--- src/rtl/vga_timing_gen_if.sv ---
// Pixel-domain bundle between the timing engine, the framebuffer read port and the VGA pins.
// The master side is the timing generator; the slave side is memory plus display.
interface vga_timing_gen_if #(
  parameter int COLOR_DEPTH = 4,
  parameter int ADDR_W      = 19
);
  logic                     en;
  logic                     fb_rd_en;
  logic [ADDR_W-1:0]        fb_addr;
  logic [3*COLOR_DEPTH-1:0] fb_data;
  logic [COLOR_DEPTH-1:0]   vga_r;
  logic [COLOR_DEPTH-1:0]   vga_g;
  logic [COLOR_DEPTH-1:0]   vga_b;
  logic                     hsync;
  logic                     vsync;
  logic                     vga_visible;
  logic                     frame_start;
  logic                     line_start;

  modport master (
    input  en, fb_data,
    output fb_rd_en, fb_addr, vga_r, vga_g, vga_b,
           hsync, vsync, vga_visible, frame_start, line_start
  );

  modport slave (
    output en, fb_data,
    input  fb_rd_en, fb_addr, vga_r, vga_g, vga_b,
           hsync, vsync, vga_visible, frame_start, line_start
  );
endinterface

--- src/rtl/vga_timing_gen.sv ---
// Programmable VGA timing generator with framebuffer address generation, pixel replication
// and a sync/blanking pipeline matched to the framebuffer read latency.
module vga_timing_gen #(
  parameter int H_ACTIVE    = 640,
  parameter int H_FP        = 16,
  parameter int H_SYNC      = 96,
  parameter int H_BP        = 48,
  parameter int V_ACTIVE    = 480,
  parameter int V_FP        = 10,
  parameter int V_SYNC      = 2,
  parameter int V_BP        = 33,
  parameter bit HS_POL      = 1'b0,
  parameter bit VS_POL      = 1'b0,
  parameter int COLOR_DEPTH = 4,
  parameter int SCALE_SHIFT = 0,
  parameter int FETCH_LAT   = 2,
  parameter int ADDR_W      = 19
) (
  input  logic          clk,
  input  logic          rst,
  vga_timing_gen_if.master bus
);
  localparam int H_TOTAL = H_ACTIVE + H_FP + H_SYNC + H_BP;
  localparam int V_TOTAL = V_ACTIVE + V_FP + V_SYNC + V_BP;
  localparam int HW      = $clog2(H_TOTAL + 1);
  localparam int VW      = $clog2(V_TOTAL + 1);
  localparam int CW      = 3 * COLOR_DEPTH;

  localparam logic [HW-1:0] H_LAST     = HW'(H_TOTAL - 1);
  localparam logic [HW-1:0] H_ACT      = HW'(H_ACTIVE);
  localparam logic [HW-1:0] H_ACT_LAST = HW'(H_ACTIVE - 1);
  localparam logic [HW-1:0] HS_BEGIN   = HW'(H_ACTIVE + H_FP);
  localparam logic [HW-1:0] HS_END     = HW'(H_ACTIVE + H_FP + H_SYNC);
  localparam logic [VW-1:0] V_LAST     = VW'(V_TOTAL - 1);
  localparam logic [VW-1:0] V_ACT      = VW'(V_ACTIVE);
  localparam logic [VW-1:0] VS_BEGIN   = VW'(V_ACTIVE + V_FP);
  localparam logic [VW-1:0] VS_END     = VW'(V_ACTIVE + V_FP + V_SYNC);
  localparam logic [VW-1:0] V_MASK     = VW'((1 << SCALE_SHIFT) - 1);
  localparam logic [2:0]    REP_LAST   = 3'((1 << SCALE_SHIFT) - 1);
  localparam logic [ADDR_W-1:0] ROW_STEP = ADDR_W'(H_ACTIVE >> SCALE_SHIFT);

  logic [HW-1:0]     h_cnt_q, h_cnt_d;
  logic [VW-1:0]     v_cnt_q, v_cnt_d, v_plus1;
  logic [ADDR_W-1:0] line_base_q, line_base_d, src_x_q, src_x_d;
  logic [2:0]        rep_q, rep_d;
  logic              h_wrap, v_wrap, active, hs_act, vs_act;
  logic [4:0]        sig0, sig_dly;

  logic              hsync_q, vsync_q, vis_q, fs_q, ls_q;
  logic [CW-1:0]     rgb_q;

  always_comb begin
    h_wrap  = (h_cnt_q == H_LAST);
    v_wrap  = (v_cnt_q == V_LAST);
    v_plus1 = v_cnt_q + VW'(1);
    active  = (h_cnt_q < H_ACT) && (v_cnt_q < V_ACT);
    hs_act  = (h_cnt_q >= HS_BEGIN) && (h_cnt_q < HS_END);
    vs_act  = (v_cnt_q >= VS_BEGIN) && (v_cnt_q < VS_END);
    sig0    = {(h_cnt_q == '0) && (v_cnt_q < V_ACT),
               (h_cnt_q == '0) && (v_cnt_q == '0),
               vs_act, hs_act, active};

    h_cnt_d     = h_wrap ? '0 : h_cnt_q + HW'(1);
    v_cnt_d     = v_cnt_q;
    src_x_d     = src_x_q;
    rep_d       = rep_q;
    line_base_d = line_base_q;

    if (h_wrap) begin
      v_cnt_d = v_wrap ? '0 : v_plus1;
    end

    // src_x steps once per 2^SCALE_SHIFT replicated pixels
    if (h_wrap) begin
      src_x_d = '0;
      rep_d   = '0;
    end else if (active) begin
      if (rep_q == REP_LAST) begin
        rep_d   = '0;
        src_x_d = src_x_q + ADDR_W'(1);
      end else begin
        rep_d = rep_q + 3'd1;
      end
    end

    // Advance to the next source row only after its last replicated line
    if (h_wrap && v_wrap) begin
      line_base_d = '0;
    end else if (active && (h_cnt_q == H_ACT_LAST) && ((v_plus1 & V_MASK) == '0)) begin
      line_base_d = line_base_q + ROW_STEP;
    end
  end

  always_ff @(posedge clk) begin
    if (rst) begin
      h_cnt_q     <= '0;
      v_cnt_q     <= '0;
      line_base_q <= '0;
      src_x_q     <= '0;
      rep_q       <= '0;
    end else if (bus.en) begin
      h_cnt_q     <= h_cnt_d;
      v_cnt_q     <= v_cnt_d;
      line_base_q <= line_base_d;
      src_x_q     <= src_x_d;
      rep_q       <= rep_d;
    end
  end

  generate
    if (FETCH_LAT == 0) begin : g_nolat
      assign sig_dly = sig0;
    end else begin : g_lat
      logic [4:0] dly_q [FETCH_LAT];
      for (genvar gi = 0; gi < FETCH_LAT; gi++) begin : g_stage
        if (gi == 0) begin : g_first
          always_ff @(posedge clk) begin
            if (rst)         dly_q[gi] <= '0;
            else if (bus.en) dly_q[gi] <= sig0;
          end
        end else begin : g_next
          always_ff @(posedge clk) begin
            if (rst)         dly_q[gi] <= '0;
            else if (bus.en) dly_q[gi] <= dly_q[gi-1];
          end
        end
      end
      assign sig_dly = dly_q[FETCH_LAT-1];
    end
  endgenerate

  always_ff @(posedge clk) begin
    if (rst) begin
      hsync_q <= ~HS_POL;
      vsync_q <= ~VS_POL;
      vis_q   <= 1'b0;
      fs_q    <= 1'b0;
      ls_q    <= 1'b0;
      rgb_q   <= '0;
    end else if (bus.en) begin
      hsync_q <= sig_dly[1] ? HS_POL : ~HS_POL;
      vsync_q <= sig_dly[2] ? VS_POL : ~VS_POL;
      vis_q   <= sig_dly[0];
      fs_q    <= sig_dly[3];
      ls_q    <= sig_dly[4];
      rgb_q   <= sig_dly[0] ? bus.fb_data : '0;
    end
  end

  assign bus.fb_rd_en    = active & bus.en & ~rst;
  assign bus.fb_addr     = line_base_q + src_x_q;
  assign bus.hsync       = hsync_q;
  assign bus.vsync       = vsync_q;
  assign bus.vga_visible = vis_q;
  assign bus.frame_start = fs_q;
  assign bus.line_start  = ls_q;
  assign bus.vga_r       = rgb_q[CW-1 -: COLOR_DEPTH];
  assign bus.vga_g       = rgb_q[2*COLOR_DEPTH-1 -: COLOR_DEPTH];
  assign bus.vga_b       = rgb_q[COLOR_DEPTH-1:0];
endmodule

--- src/flat_wrapper.sv ---
// flat-port wrapper written by rule: the top's interface ports become plain ports
module vga_timing_gen_flat 
#(
  parameter int H_ACTIVE    = 640,
  parameter int H_FP        = 16,
  parameter int H_SYNC      = 96,
  parameter int H_BP        = 48,
  parameter int V_ACTIVE    = 480,
  parameter int V_FP        = 10,
  parameter int V_SYNC      = 2,
  parameter int V_BP        = 33,
  parameter bit HS_POL      = 1'b0,
  parameter bit VS_POL      = 1'b0,
  parameter int COLOR_DEPTH = 4,
  parameter int SCALE_SHIFT = 0,
  parameter int FETCH_LAT   = 2,
  parameter int ADDR_W      = 19
)
  (clk, rst, bus_en, bus_fb_data, bus_fb_rd_en, bus_fb_addr, bus_vga_r, bus_vga_g, bus_vga_b, bus_hsync, bus_vsync, bus_vga_visible, bus_frame_start, bus_line_start);
  vga_timing_gen_if #(.COLOR_DEPTH(COLOR_DEPTH), .ADDR_W(ADDR_W)) bus_i ();
  input  logic clk;
  input  logic rst;
  input wire logic [$bits(bus_i.en)-1:0] bus_en;
  input wire logic [$bits(bus_i.fb_data)-1:0] bus_fb_data;
  output wire logic [$bits(bus_i.fb_rd_en)-1:0] bus_fb_rd_en;
  output wire logic [$bits(bus_i.fb_addr)-1:0] bus_fb_addr;
  output wire logic [$bits(bus_i.vga_r)-1:0] bus_vga_r;
  output wire logic [$bits(bus_i.vga_g)-1:0] bus_vga_g;
  output wire logic [$bits(bus_i.vga_b)-1:0] bus_vga_b;
  output wire logic [$bits(bus_i.hsync)-1:0] bus_hsync;
  output wire logic [$bits(bus_i.vsync)-1:0] bus_vsync;
  output wire logic [$bits(bus_i.vga_visible)-1:0] bus_vga_visible;
  output wire logic [$bits(bus_i.frame_start)-1:0] bus_frame_start;
  output wire logic [$bits(bus_i.line_start)-1:0] bus_line_start;
  assign bus_i.en = bus_en;
  assign bus_i.fb_data = bus_fb_data;
  assign bus_fb_rd_en = bus_i.fb_rd_en;
  assign bus_fb_addr = bus_i.fb_addr;
  assign bus_vga_r = bus_i.vga_r;
  assign bus_vga_g = bus_i.vga_g;
  assign bus_vga_b = bus_i.vga_b;
  assign bus_hsync = bus_i.hsync;
  assign bus_vsync = bus_i.vsync;
  assign bus_vga_visible = bus_i.vga_visible;
  assign bus_frame_start = bus_i.frame_start;
  assign bus_line_start = bus_i.line_start;
  vga_timing_gen #(.H_ACTIVE(H_ACTIVE), .H_FP(H_FP), .H_SYNC(H_SYNC), .H_BP(H_BP), .V_ACTIVE(V_ACTIVE), .V_FP(V_FP), .V_SYNC(V_SYNC), .V_BP(V_BP), .HS_POL(HS_POL), .VS_POL(VS_POL), .COLOR_DEPTH(COLOR_DEPTH), .SCALE_SHIFT(SCALE_SHIFT), .FETCH_LAT(FETCH_LAT), .ADDR_W(ADDR_W)) u_core (.clk(clk), .rst(rst), .bus(bus_i));
endmodule
--- config.mk ---
export PLATFORM = sky130hd
export DESIGN_NAME = vga_timing_gen_flat
export DESIGN_NICKNAME = d
export VERILOG_FILES = /design/src/rtl/vga_timing_gen_if.sv /design/src/rtl/vga_timing_gen.sv /design/src/flat_wrapper.sv
export SDC_FILE = /design/constraint.sdc
export NUM_CORES = 1
export LEC_CHECK = 0
export BUFFER_PORTS_ARGS = -buffer_cell sky130_fd_sc_hd__buf_4
export CORE_ASPECT_RATIO = 1.25
export CORE_MARGIN = 4
export CORE_UTILIZATION = 55
export CTS_CLUSTER_DIAMETER = 50
export CTS_CLUSTER_SIZE = 20
export DETAILED_ROUTE_END_ITERATION = 6
export PLACE_DENSITY_LB_ADDON = 0.1
export SYNTH_ARGS = -nofsm -noshare
export SYNTH_HDL_FRONTEND = slang
export SYNTH_SLANG_ARGS = --single-unit
--- constraint.sdc ---
create_clock -name clk -period 2.7 [get_ports clk]
set_clock_uncertainty 0.15 [all_clocks]
set_input_delay 0 -clock clk [delete_from_list [all_inputs] [get_ports clk]]
set_output_delay 0 -clock clk [all_outputs]
set_load 0.005 [all_outputs]
== Word-level counts from Yosys, hierarchy flattened ==
Memory sizes are Yosys's and may differ from the RTL's.
Cells that the tools add are included.

* Equality and inequality tests: 3
* Bitwise logic cells: 5
* Shifts and indexed selects: 0
* Multiply operators: 0
* $lt $le $gt $ge: 6
* Mux-type cells: 20
* Reduce and logical (&&, ||, !) cells: 17
* Div/mod/pow operators: 0
* Add/sub/neg operators: 6

{| class="wikitable"
|+ Operators with widths
! kind !! number
|-
| two-way mux 19 bit || 5
|-
| == test 10 bit, second input constant || 3
|-
| adder 10 x 1 -> 10 bit, second input constant || 2
|-
| logical NOT 10 bit || 2
|-
| less-than comparator 10 bit, second input constant || 2
|-
| less-than comparator 10 x 9 -> 1 bit, second input constant || 2
|-
| two-way mux 10 bit || 2
|-
| adder 19 x 1 -> 19 bit, second input constant || 1
|-
| adder 19 x 10 -> 19 bit, second input constant || 1
|-
| adder 19 bit || 1
|-
| two-way mux 12 bit || 1
|-
| >= comparator 10 bit, second input constant || 1
|-
| >= comparator 10 x 9 -> 1 bit, second input constant || 1
|-
| two-way mux 5 bit || 2
|-
| two-way mux 3 bit || 3
|-
| logical AND 1 bit || 7
|-
| two-way mux 1 bit || 7
|-
| AND reduction 2 bit || 3
|-
| nonzero test 2 bit || 3
|-
| adder 3 x 1 -> 3 bit, second input constant || 1
|-
| logical NOT 3 bit || 1
|-
| AND reduction 3 bit || 1
|-
| AND 1 bit || 2
|-
| bitwise OR 1 bit || 2
|-
| NOT 1 bit || 1
|}

* Memories kept: 1
* Latch bits: 0
* Input bits: 15
* Bits in read-only memories: 0
* Word-level logic and storage cells: 69
* Bits in writable memories: 10
* Register bits: 78

{| class="wikitable"
|+ Memory list
! name !! words !! bits a word !! rd ports !! clocked after Yosys merged registers in !! wr ports !! RTL line !! source
|-
| u_core.g_lat.dly_q || 2 || 5 || 2 || 0 || 2 || vga_timing_gen.sv:114 || <nowiki>logic [4:0] dly_q [FETCH_LAT];</nowiki>
|}

== Longest topological paths before layout ==
Gate-level depths: netlist (run 1).

* Word-level depth: 5
* Depth in mapped cells: 8

== Worst setup path before layout (run 1) ==
Ideal clock, no wire load.

* Kind: register to register
* From: register u_core.h_cnt_q[0]
* To: register u_core.line_base_q[12]
* Buffers on the path: 1
* Stages on the path, launching flop included: 8
* Period minus slack after synthesis: 2.103 ns
* Setup time: 0.142 ns
* Setup slack: 0.597 ns
* Data arrival time: 1.810 ns
* Cells stage by stage: dfxtp_1 > ha_1 > nand4_2 > or4_1 > buf_2 > nor2_4 > a32o_1 > a311oi_2

* Cells in the longest elaborated chain, start to end: 5
* Elaborated cells on any way between the ends: 9
* Those cells by class: 1 x order compare; 2 x eq/ne; 1 x mux; 5 x reduce/logical

{| class="wikitable"
|+ RTL lines
! item !! RTL line !! source
|-
| start: declaration || vga_timing_gen.sv:42 || <nowiki>logic [HW-1:0] h_cnt_q, h_cnt_d;</nowiki>
|-
| start signal: assignment || vga_timing_gen.sv:102 || <nowiki>h_cnt_q <= h_cnt_d;</nowiki>
|-
| less-than comparator 10 bit || vga_timing_gen.sv:56 || <nowiki>active = (h_cnt_q < H_ACT) && (v_cnt_q < V_ACT);</nowiki>
|-
| logical AND 1 bit || vga_timing_gen.sv:56 ||
|-
| logical AND 1 bit || vga_timing_gen.sv:89 || <nowiki>end else if (active && (h_cnt_q == H_ACT_LAST) && ((v_plus1 & V_MASK) == '0)) begin</nowiki>
|-
| nonzero test 2 bit (no line) || - ||
|-
| AND reduction 2 bit (no line) || - ||
|-
| end signal: assignment || vga_timing_gen.sv:104 || <nowiki>line_base_q <= line_base_d;</nowiki>
|-
| end: declaration || vga_timing_gen.sv:44 || <nowiki>logic [ADDR_W-1:0] line_base_q, line_base_d, src_x_q, src_x_d;</nowiki>
|}

Parallel ways exist; a longest one is shown, timed or not.
A chain may end at the register's enable or synchronous reset.

== Worst setup path after layout (run 1) ==
* From: register u_core.src_x_q[8]
* To: output port bus_fb_addr[15]

* Cells in the longest elaborated chain, start to end: 1

{| class="wikitable"
|+ RTL lines
! item !! RTL line !! source
|-
| start: declaration || vga_timing_gen.sv:44 ||
|-
| start signal: assignment || vga_timing_gen.sv:105 || <nowiki>src_x_q <= src_x_d;</nowiki>
|-
| adder 19 bit || vga_timing_gen.sv:151 || <nowiki>assign bus.fb_addr = line_base_q + src_x_q;</nowiki>
|-
| end: declaration || flat_wrapper.sv:26 || <nowiki>output wire logic [$bits(bus_i.fb_addr)-1:0] bus_fb_addr;</nowiki>
|}

No other way between the ends.

==> results of run 1 <==
[power groups by stage]
stage	clock (mW)	sequential (mW)	combinational, mW
after floorplan	0	1.28	0.0937
after global placement	0	1.29	0.148
after detailed placement	0	1.29	0.151
after CTS	0.975	1.26	0.169
after global routing	1.02	1.26	0.189
final	0.959	1.26	0.169
[sequential cells by signal, summed over array words and instances (netlist names)]
name,cells
u_core.g_lat.dly_q,10
u_core.src_x_q,19
u_core.rep_q,3
u_core.h_cnt_q,10
u_core.bus.frame_start,1
u_core.bus.hsync,1
u_core.bus.line_start,1
u_core.bus.vsync,1
u_core.v_cnt_q,10
u_core.bus.vga_visible,1
u_core.line_base_q,12
u_core.rgb_q,12
[cell usage in the layout (no fill, tap or decap), types with 6 or more instances in the layout]
| cell | netlist | final |
|---|---|---|
| edfxtp_1 | 10 | 10 |
| nor4_1 | 6 | 6 |
| dfxtp_1 | 71 | 71 |
| a211oi_1 | 8 | 7 |
| mux2i_1 | 6 | 6 |
| xnor2_1 | 15 | 15 |
| nand2_1 | 34 | 34 |
| nand4_1 | 13 | 13 |
| clkbuf_8 | 0 | 9 |
| nand3_1 | 18 | 18 |
| and3_1 | 7 | 7 |
| dlygate4sd3_1 | 0 | 14 |
| buf_4 | 2 | 60 |
| and2_1 | 7 | 7 |
| nor2_1 | 55 | 55 |
| o21ai_0 | 24 | 23 |
| nor3_1 | 19 | 19 |
| a21oi_1 | 23 | 23 |
| nand2b_1 | 6 | 6 |
| xor2_1 | 15 | 15 |
| a22oi_1 | 13 | 13 |
| a31oi_1 | 7 | 7 |
| or3_1 | 11 | 11 |
| ha_1 | 19 | 19 |
| inv_1 | 16 | 16 |
[cell type report]
cell class	instances	share of cell area [%]
Sequential cell	81	34.6
Multi-Input combinational cell	358	45.6
Clock inverter	6	1.41
Timing Repair Buffer	74	11.9
Tap cell	92	2.31
Inverter	16	1.21
Clock buffer	10	2.99
[what timing repair did]
action,CTS,global route
endpoints found under the hold margin,21,0
resized for setup,0,2
endpoints found under the setup margin,0,3
hold buffers,14,0
[metal layers]
layer | up-vias | part of all wire [%] | global-route usage, %
li1 | 1859 | - | -
met1 | 1744 | 42 | 27.3
met2 | 65 | 52 | 39.6
met3 | 17 | 3.5 | 4.14
met4 | 0 | 2.3 | 7.92
met5 | - | 0 | 0
[final timing paths]
| path | startpoint | endpoint | slack [ns] | depth (start not counted) |
|---|---|---|---|---|
| max | u_core.src_x_q[8] | bus_fb_addr[15] | 0.19 | 7 |
| min | bus_fb_data[11] | u_core.rgb_q[11] | 0.28 | 4 |
| min reg2reg | u_core.line_base_q[18] | u_core.line_base_q[18] | 0.35 | 1 |
| max reg2reg | u_core.v_cnt_q[1] | u_core.line_base_q[14] | 0.31 | 7 |
[cell families after synthesis]
logic type / count (synthesis) / synth area share, %
AND/OR/NAND/NOR: 197 / 24.2
AO/OA/AOI/OAI: 106 / 16.6
flip-flops: 81 / 41.2
buffers and inverters: 45 / 4.53
XOR/XNOR: 30 / 6.30
adder cells (fa/ha/maj): 19 / 5.70
multiplexers: 6 / 1.44
[worst max-delay path, stage by stage, from the launching register on]
cell,delay (ns)
dfxtp_1,0.44
ha_1,0.31
a211oi_1,0.34
o21ai_1,0.23
a31oi_1,0.30
o21bai_1,0.12
xor2_1,0.15
buf_4,0.14
[metrics by stage]
stage                     std cells  hold WS (ns)  power, mW  cell area (µm²)  util (%)
after global placement          607        0.0796       1.43             4610      62.3
after global routing            637         0.291       2.48             4970      67.2
after detailed placement        607        0.0896       1.44             4610      62.3
after floorplan                 484      -0.00592       1.38             4170         -
after CTS                       637         0.268       2.40             4970      67.2
final                           637         0.282       2.39             4970      67.2
==> run metrics, run 1 <==
Crit Path Class=flop to output port; number of synthesized flops with an enable pin=10; Leak=2.00 nW; # setup viols final=0; CORE AREA=0.00740 mm²; Max Freq=399 MHz; sequential fraction of design power=52.7%; Worst Tran Pin Value=0.857 ns; synthesized instance count=484; Root Driver=clkbuf_8; Area contributors post-synth=dfxtp_1, edfxtp_1, ha_1; Final Cycle Share=92.9%; asr flop ratio synth=0%; Synth Flop Type=dfxtp_1; Critical Path Source Type=flop; Synth top cells by count=dfxtp_1, nor2_1, nand2_1, o21ai_0, a21oi_1; share of cells above drive strength 1=15.8%; Crit Path Max Fanout=7; Comb power frac=7.1%; Initial Util=56.4%; post-synthesis area per instance=8.62 µm²; Post-CTS Setup Bufs=0; Avg WL per Cell=15.3 µm; Filler cells=620; Power per Cell Area=480 mW/mm²; top cell type's share of synthesized area=34.1%; Clock power frac=40.2%; pre-CTS WS=0.334 ns; Post-Route WL=9.73 mm; Final Hold Fails=0; max-slew violations=0; post-route setup slack=0.191 ns; Req. time, crit path=2.55 ns; Min-Delay Path Class=input port to flop; clk_lat worst skew=0.36 ns; height of the chip=105 µm; Synth area leader=dfxtp_1; H-tree depth=3; via/cell ratio=5.78; CTS max path bufs=2; global-route wire length before repair=16.7 mm; Final Wtd Congestion=0.857; max_slew headroom=42.5%; Die Wd=85.9 µm; switching part of the total=24.0%; Vias=3,685; DP HPWL=6.92 mm; Synth Register Bits=81; vias in the first global route=3,553; multi-input logic area=0.00227 mm²; Post-route DRC=0; Port Buffers=51; initial DRC count=214; Cell Rows=35; largest net degree at the start of global routing=54; Die ar.=0.00906 mm²; Unique masters post-synth=60; Switch Pwr=0.573 mW; DRT antenna net count=0; Reg clk slew, reported paths=0.09 ns; # diodes=0; max-cap viol count=0; I/O pin cnt=52; Fin Setup TNS=0 ns; warnings from Yosys=0; Final min period=2.51 ns; top-count cell post-synth=dfxtp_1; WP data arrival=2.36 ns; All-Layer GR Usage=22.6%; CTS Buf Count=9; drt pass-1 iters=4; maximum VDD drop=0.611 mV; RSZ-0062 raised after global routing=no; Reg area=0.00172 mm²; sequential share of the synthesized area=41.2%; Int Pwr=1.81 mW; outcome=finished, final reports clean; clock sink count=81; total global routing overflow=0; layout net count=574; synthesized area=0.00417 mm²; Layout area overhead=19.2%; CTS tree=built; initial antenna violation count=0; Synth Net Count=518; Worst setup EP type=output port
No activity file was read; power rests on OpenSTA's default activity.
==> run 2, diff against run 1 <==
--- a/config.mk
+++ b/config.mk
@@ -5,7 +5,7 @@
 export SDC_FILE = /design/constraint.sdc
 export NUM_CORES = 1
 export LEC_CHECK = 0
-export BUFFER_PORTS_ARGS = -buffer_cell sky130_fd_sc_hd__buf_4
+export BUFFER_PORTS_ARGS = -buffer_cell sky130_fd_sc_hd__buf_2
 export CORE_ASPECT_RATIO = 1.25
 export CORE_MARGIN = 4
 export CORE_UTILIZATION = 55
==> run 2 against run 1 <==
Clock power fell by 3.2%. Register-to-register slack better by 0.04 ns. Design area is 2.4% lower. Sequential power hardly changed. Largest cell class unchanged. Highest routed layer unchanged.
==> run metrics, run 2 (same netlist as run 1, synthesis figures left out) <==
Final Cycle Share=90.9% (-2.0 points); Slowest cell on crit path=dfxtp_1; Comb power frac=6.6% (-0.5 points); switching part of the total=25.1% (+1.1 points); post-route setup slack=0.246 ns (+0.0549 ns); via/cell ratio=5.72 (-1.0%); Hold Crit Start=bus_fb_data[9]; Power per Cell Area=482 mW/mm² (+0.51%); clock sink count=81 (unchanged); Leak=1.98 nW (-0.63%); maximum VDD drop=0.372 mV (-39%); Root Driver=clkbuf_8; cell mode on critical path=a211oi_2; most frequent cells in the layout=dfxtp_1, nor2_1, buf_2; share of cells above drive strength 1=16.3% (+0.49 points); clk_lat worst skew=0.37 ns (about the same); max_slew headroom=45.1% (+2.6 points); Vias=3,658 (-0.73%); drt pass-1 iters=5 (+1); reg2reg setup slack=0.35 ns (+0.04 ns); Final Hold Fails=0 (unchanged); slowest cell delay on critical path=0.38 ns (-0.06 ns); R2R Path Start=u_core.v_cnt_q[1]; # setup viols final=0 (unchanged); total global routing overflow=0 (unchanged); Reg with most FFs=u_core.src_x_q; Crit Path Class=flop to output port; Final Wtd Congestion=0.833 (-2.8%); Reg clk slew, reported paths=0.09 ns (about the same); reg2reg end=u_core.line_base_q[15]; Worst Tran Pin Value=0.818 ns (-0.0390 ns); CP Cell Sequence=ha_1, a211oi_2, o21ai_1, a211oi_2, o31ai_1, xnor2_1, buf_2; Port Buffers=51 (unchanged); WP data arrival=2.30 ns (-0.06 ns); pre-CTS WS=0.365 ns (+0.0309 ns); Crit Path Max Fanout=7 (unchanged); CTS max path bufs=2 (unchanged); Critical Path Source Type=flop; Avg WL per Cell=14.8 µm (-2.9%); initial antenna violation count=0 (unchanged); # diodes=0 (unchanged); initial DRC count=188 (-12%); CTS Buf Count=9 (unchanged); Crit path depth=7 (unchanged); CTS tree=built; DP HPWL=6.85 mm (-1.0%); max-cap viol count=0 (unchanged); top flop regs=u_core.src_x_q (19), u_core.line_base_q (12), u_core.rgb_q (12); Switch Pwr=0.587 mW (+2.4%); Worst setup EP type=output port; Crit path buffers/inverters=1 (unchanged); Req. time, crit path=2.55 ns (about the same); Post-CTS Setup Bufs=0 (unchanged); largest net degree at the start of global routing=43 (-20%); Fin Setup TNS=0 ns (unchanged); height of the chip=105 µm (unchanged); Post-Route WL=9.48 mm (-2.6%); DRT antenna net count=0 (unchanged); delay-heaviest family, CP=compound AO/OA/AOI/OAI gates; I/O pin cnt=52 (unchanged); Max Freq=407 MHz (+2.2%); placed insts=609 (+0.33%); WHS Path Cells=4 (unchanged); fin cells=639 (+0.31%); CORE AREA=0.00740 mm² (unchanged); Min-Delay Path Class=input port to flop; Cell Rows=35 (unchanged); H-tree depth=3 (unchanged); layout net count=576 (+0.35%); Initial Util=56.4% (unchanged); RSZ-0062 raised after global routing=no; sink of the worst hold path=u_core.rgb_q[9]; sequential fraction of design power=53.7% (+1.0 points); Post-route DRC=0 (unchanged); All-Layer GR Usage=22.4% (-0.19 points); commonest non-fill, non-tap cell in the layout=dfxtp_1; Die ar.=0.00906 mm² (unchanged); Int Pwr=1.75 mW (-3.3%); global-route wire length before repair=16.5 mm (-1.3%); Final min period=2.45 ns (-0.0549 ns); vias in the first global route=3,572 (+0.53%); FF-to-FF path depth=7 (unchanged); outcome=finished, final reports clean; max-slew violations=0 (unchanged); Largest register FFs=19 (unchanged); Clock power frac=39.6% (-0.6 points); Layout area overhead=16.3%; Die Wd=85.9 µm (unchanged)
[run 2: changes by cell type in the layout (fill, tap and decap cells not counted), sizes merged]
cell / previous run / this run
clkinv: 2 / 0
inv: 19 / 21
buf: 60 / 62
clkinvlp: 0 / 1
clkbuf: 10 / 9
[run 2: how the worst max path moves through the flow]
| stage | from | to | slack (ns) |
|---|---|---|---|
| 6_report | u_core.src_x_q[8] | bus_fb_addr[18] | 0.25 |
| 5_1_grt | u_core.src_x_q[9] | bus_fb_addr[18] | 0.04 |
| 3_3_place_gp | u_core.v_cnt_q[0] | u_core.v_cnt_q[8] | 0.47 |
| 4_1_cts | u_core.src_x_q[8] | bus_fb_addr[18] | 0.02 |
| 3_5_place_dp | u_core.v_cnt_q[0] | u_core.line_base_q[15] | 0.36 |
| 2_1_floorplan | u_core.h_cnt_q[0] | u_core.line_base_q[12] | 0.60 |
[run 2: per-stage QoR]
step           utilization (%)  hold slack, ns  instance area, µm²  total power, mW
5_1_grt                   65.6           0.258                4850             2.44
3_3_place_gp              60.8          0.0824                4500             1.42
4_1_cts                   65.4           0.235                4840             2.36
6_report                  65.6           0.253                4850             2.34
2_1_floorplan                -        -0.00592                4170             1.38
3_5_place_dp              60.8          0.0948                4500             1.43
[run 2: cell type report]
| cell class | count | area, µm² |
|---|---|---|
| Tap cell | 92 | 115 |
| Sequential cell | 81 | 1720 |
| Clock inverter | 7 | 81.3 |
| Timing Repair Buffer | 76 | 478 |
| Fill cell | 653 | 2550 |
| Inverter | 16 | 60.1 |
| Clock buffer | 9 | 124 |
| Multi-Input combinational cell | 358 | 2270 |
[run 2: power groups by stage]
stage / clock [mW] / sequential [mW] / combinational (mW)
after floorplan: 0 / 1.28 / 0.0937
after global placement: 0 / 1.29 / 0.138
after detailed placement: 0 / 1.29 / 0.140
after CTS: 0.948 / 1.26 / 0.156
after global routing: 0.999 / 1.26 / 0.175
final: 0.928 / 1.26 / 0.155
[run 2: timing repair]
action / 4_1_cts / 5_1_grt
endpoints found under the hold margin: 24 / 0
resized for setup: 0 / 3
setup endpoints to repair: 0 / 4
hold buffers: 14 / 0
[run 2: metal layers]
layer  vias up  track usage (%)  wire length, µm
li1       1856                -                -
met1      1729             26.5             4070
met2        62             39.6             4940
met3        11             3.44              332
met4         0             9.28              133
met5         -                0                0
[run 2: worst min-delay path: cells and delay by family]
| family | cells | cell delay (ns) |
|---|---|---|
| compound gates | 1 | 0.05 |
| buf+inv | 2 | 0.61 |
| simple gates | 1 | 0.08 |
==> run 3, diff against run 2 <==
--- a/config.mk
+++ b/config.mk
@@ -5,7 +5,8 @@
 export SDC_FILE = /design/constraint.sdc
 export NUM_CORES = 1
 export LEC_CHECK = 0
-export BUFFER_PORTS_ARGS = -buffer_cell sky130_fd_sc_hd__buf_2
+export BUFFER_PORTS_ARGS = -buffer_cell sky130_fd_sc_hd__buf_4
+export CAP_MARGIN = 30
 export CORE_ASPECT_RATIO = 1.25
 export CORE_MARGIN = 4
 export CORE_UTILIZATION = 55
@@ -13,6 +14,7 @@
 export CTS_CLUSTER_SIZE = 20
 export DETAILED_ROUTE_END_ITERATION = 6
 export PLACE_DENSITY_LB_ADDON = 0.1
+export SKIP_CTS_REPAIR_TIMING = 1
 export SYNTH_ARGS = -nofsm -noshare
 export SYNTH_HDL_FRONTEND = slang
 export SYNTH_SLANG_ARGS = --single-unit
==> run 3 against run 2 <==
First-iteration DRC count increased by 22%. Sequential power barely moved. Wire length up 2.0%. Combinational power increased by 8%. Critical path depth is the same. Clock-buffer cell count grew 1. Sequential share of layout area fell by 0.87 points. Largest cell class unchanged.
==> run metrics, run 3 (same netlist as run 1, synthesis figures left out) <==
outcome=finished, final reports clean; commonest non-fill, non-tap cell in the layout=dfxtp_1; Post-route DRC=0 (unchanged); Worst Tran Pin Value=0.855 ns (+0.0378 ns); Worst setup EP type=output port; RSZ-0062 raised after global routing=no; Comb power frac=7.1% (+0.5 points); Layout area overhead=19.2%; largest net degree at the start of global routing=54 (+26%); Leak=2.00 nW (+0.63%); clock sink count=81 (unchanged); CTS max path bufs=2 (unchanged); global-route wire length before repair=16.1 mm (-2.4%); height of the chip=105 µm (unchanged); DP HPWL=6.92 mm (+1.0%); Final Hold Fails=0 (unchanged); slowest cell delay on critical path=0.44 ns (+0.06 ns); Worst Setup SP=u_core.src_x_q[8]; top flop regs=u_core.src_x_q (19), u_core.line_base_q (12), u_core.rgb_q (12); CTS tree=built; maximum VDD drop=0.599 mV (+61%); Hold Crit Start=bus_fb_data[5]; # diodes=0 (unchanged); Final Wtd Congestion=0.857 (+2.8%); design area=0.00497 mm² (+2.5%); Int Pwr=1.81 mW (+3.4%); DP Area=0.00461 mm² (+2.5%); I/O pin cnt=52 (unchanged); via/cell ratio=5.71 (-0.18%); layout net count=574 (-0.35%); Filler cells=624 (-4.4%); share of cells above drive strength 1=15.8% (-0.49 points); Crit Path Class=flop to output port; WP data arrival=2.36 ns (+0.06 ns); switching part of the total=24.0% (-1.1 points); Final Cycle Share=92.9% (+2.0 points); Reg with most FFs=u_core.src_x_q; clk_lat worst skew=0.35 ns (-0.02 ns); max_slew headroom=42.6% (-2.5 points); Min-Delay Path Class=input port to flop; sequential fraction of design power=52.7% (-1.0 points); Die Wd=85.9 µm (unchanged); R2R Path Start=u_core.v_cnt_q[1]; H-tree depth=3 (unchanged); Vias=3,640 (-0.49%); initial antenna violation count=0 (unchanged); Largest register FFs=19 (unchanged); Max Freq=399 MHz (-2.2%); Port Buffers=51 (unchanged); Clock power frac=40.2% (+0.6 points); Final min period=2.51 ns (+0.0544 ns); Power per Cell Area=480 mW/mm² (-0.52%); Root Driver=clkbuf_8; vias in the first global route=3,433 (-3.9%); DRT antenna net count=0 (unchanged); CORE AREA=0.00740 mm² (unchanged); Cell Rows=35 (unchanged); Fin Setup TNS=0 ns (unchanged); max-slew violations=0 (unchanged); All-Layer GR Usage=21.7% (-0.73 points); Req. time, crit path=2.55 ns (about the same); Slowest cell on crit path=dfxtp_1; CP Cell Sequence=ha_1, a211oi_1, o21ai_1, a31oi_1, o21bai_1, xor2_1, buf_4; Post-Route WL=9.67 mm (+2.0%); max-cap viol count=0 (unchanged); Die ar.=0.00906 mm² (unchanged); total global routing overflow=0 (unchanged); Switch Pwr=0.573 mW (-2.4%); Initial Util=56.4% (unchanged); Avg WL per Cell=15.2 µm (+2.4%); initial DRC count=230 (+22%); most frequent cells in the layout=dfxtp_1, buf_4, nor2_1; CTS Buf Count=9 (unchanged); Critical Path Source Type=flop; Crit Path Max Fanout=7 (unchanged); drt pass-1 iters=4 (-1); # setup viols final=0 (unchanged); Reg clk slew, reported paths=0.09 ns (about the same)
run 3: critical path, delay by kind of cell (launching register included):
| family | cells | cell delay [ns] |
|---|---|---|
| compound gates | 4 | 0.99 |
| xor+xnor | 1 | 0.15 |
| fa+ha+maj | 1 | 0.30 |
| buf+inv | 1 | 0.14 |
| flops | 1 | 0.44 |
run 3: power by group through the flow:
stage	logic (mW)	clock network [mW]	registers, mW
final	0.168	0.960	1.26
after global routing	0.188	1.02	1.26
after CTS	0.152	0.975	1.26
after detailed placement	0.151	0	1.29
after global placement	0.148	0	1.29
after floorplan	0.0937	0	1.28
run 3: metrics by stage:
step                      instances  power, mW  util (%)  hold slack, ns  setup WS, ns
after global routing            637       2.48      67.2           0.260        0.0199
after CTS                       623       2.39      65.3          -0.283        0.0676
final                           637       2.39      67.2           0.269         0.191
after global placement          607       1.43      62.3          0.0796         0.411
after floorplan                 484       1.38         -        -0.00592         0.597
after detailed placement        607       1.44      62.3          0.0896         0.334
run 3: metal layers:
layer  vias to the layer above  part of all wire [%]  global-route usage [%]  routed length, µm
li1                       1853                     -                       -                  -
met4                         0                   2.0                    7.01                192
met1                      1718                    43                    27.1               4150
met5                         -                     0                       0                  0
met3                        14                   3.2                    3.99                306
met2                        55                    52                    37.3               5030
run 3: area by class of cell:
class                   instances  area [µm²]  area share (%)
well taps                      92         115            2.31
inverters                      16        60.1            1.21
clock buffers                  10         149            2.99
multi-input cells             358        2270            45.6
clock inverters                 6        70.1            1.41
flip-flops and latches         81        1720            34.6
repair buffers                 74         591            11.9
run 3: worst paths after layout:
kind | end | slack [ns] | depth (start not counted)
worst max register to register | u_core.line_base_q[14] | 0.32 | 7
worst max-delay path | bus_fb_addr[15] | 0.19 | 7
worst min-delay path | u_core.rgb_q[5] | 0.27 | 4
worst min register to register | u_core.bus.frame_start | 0.35 | 2
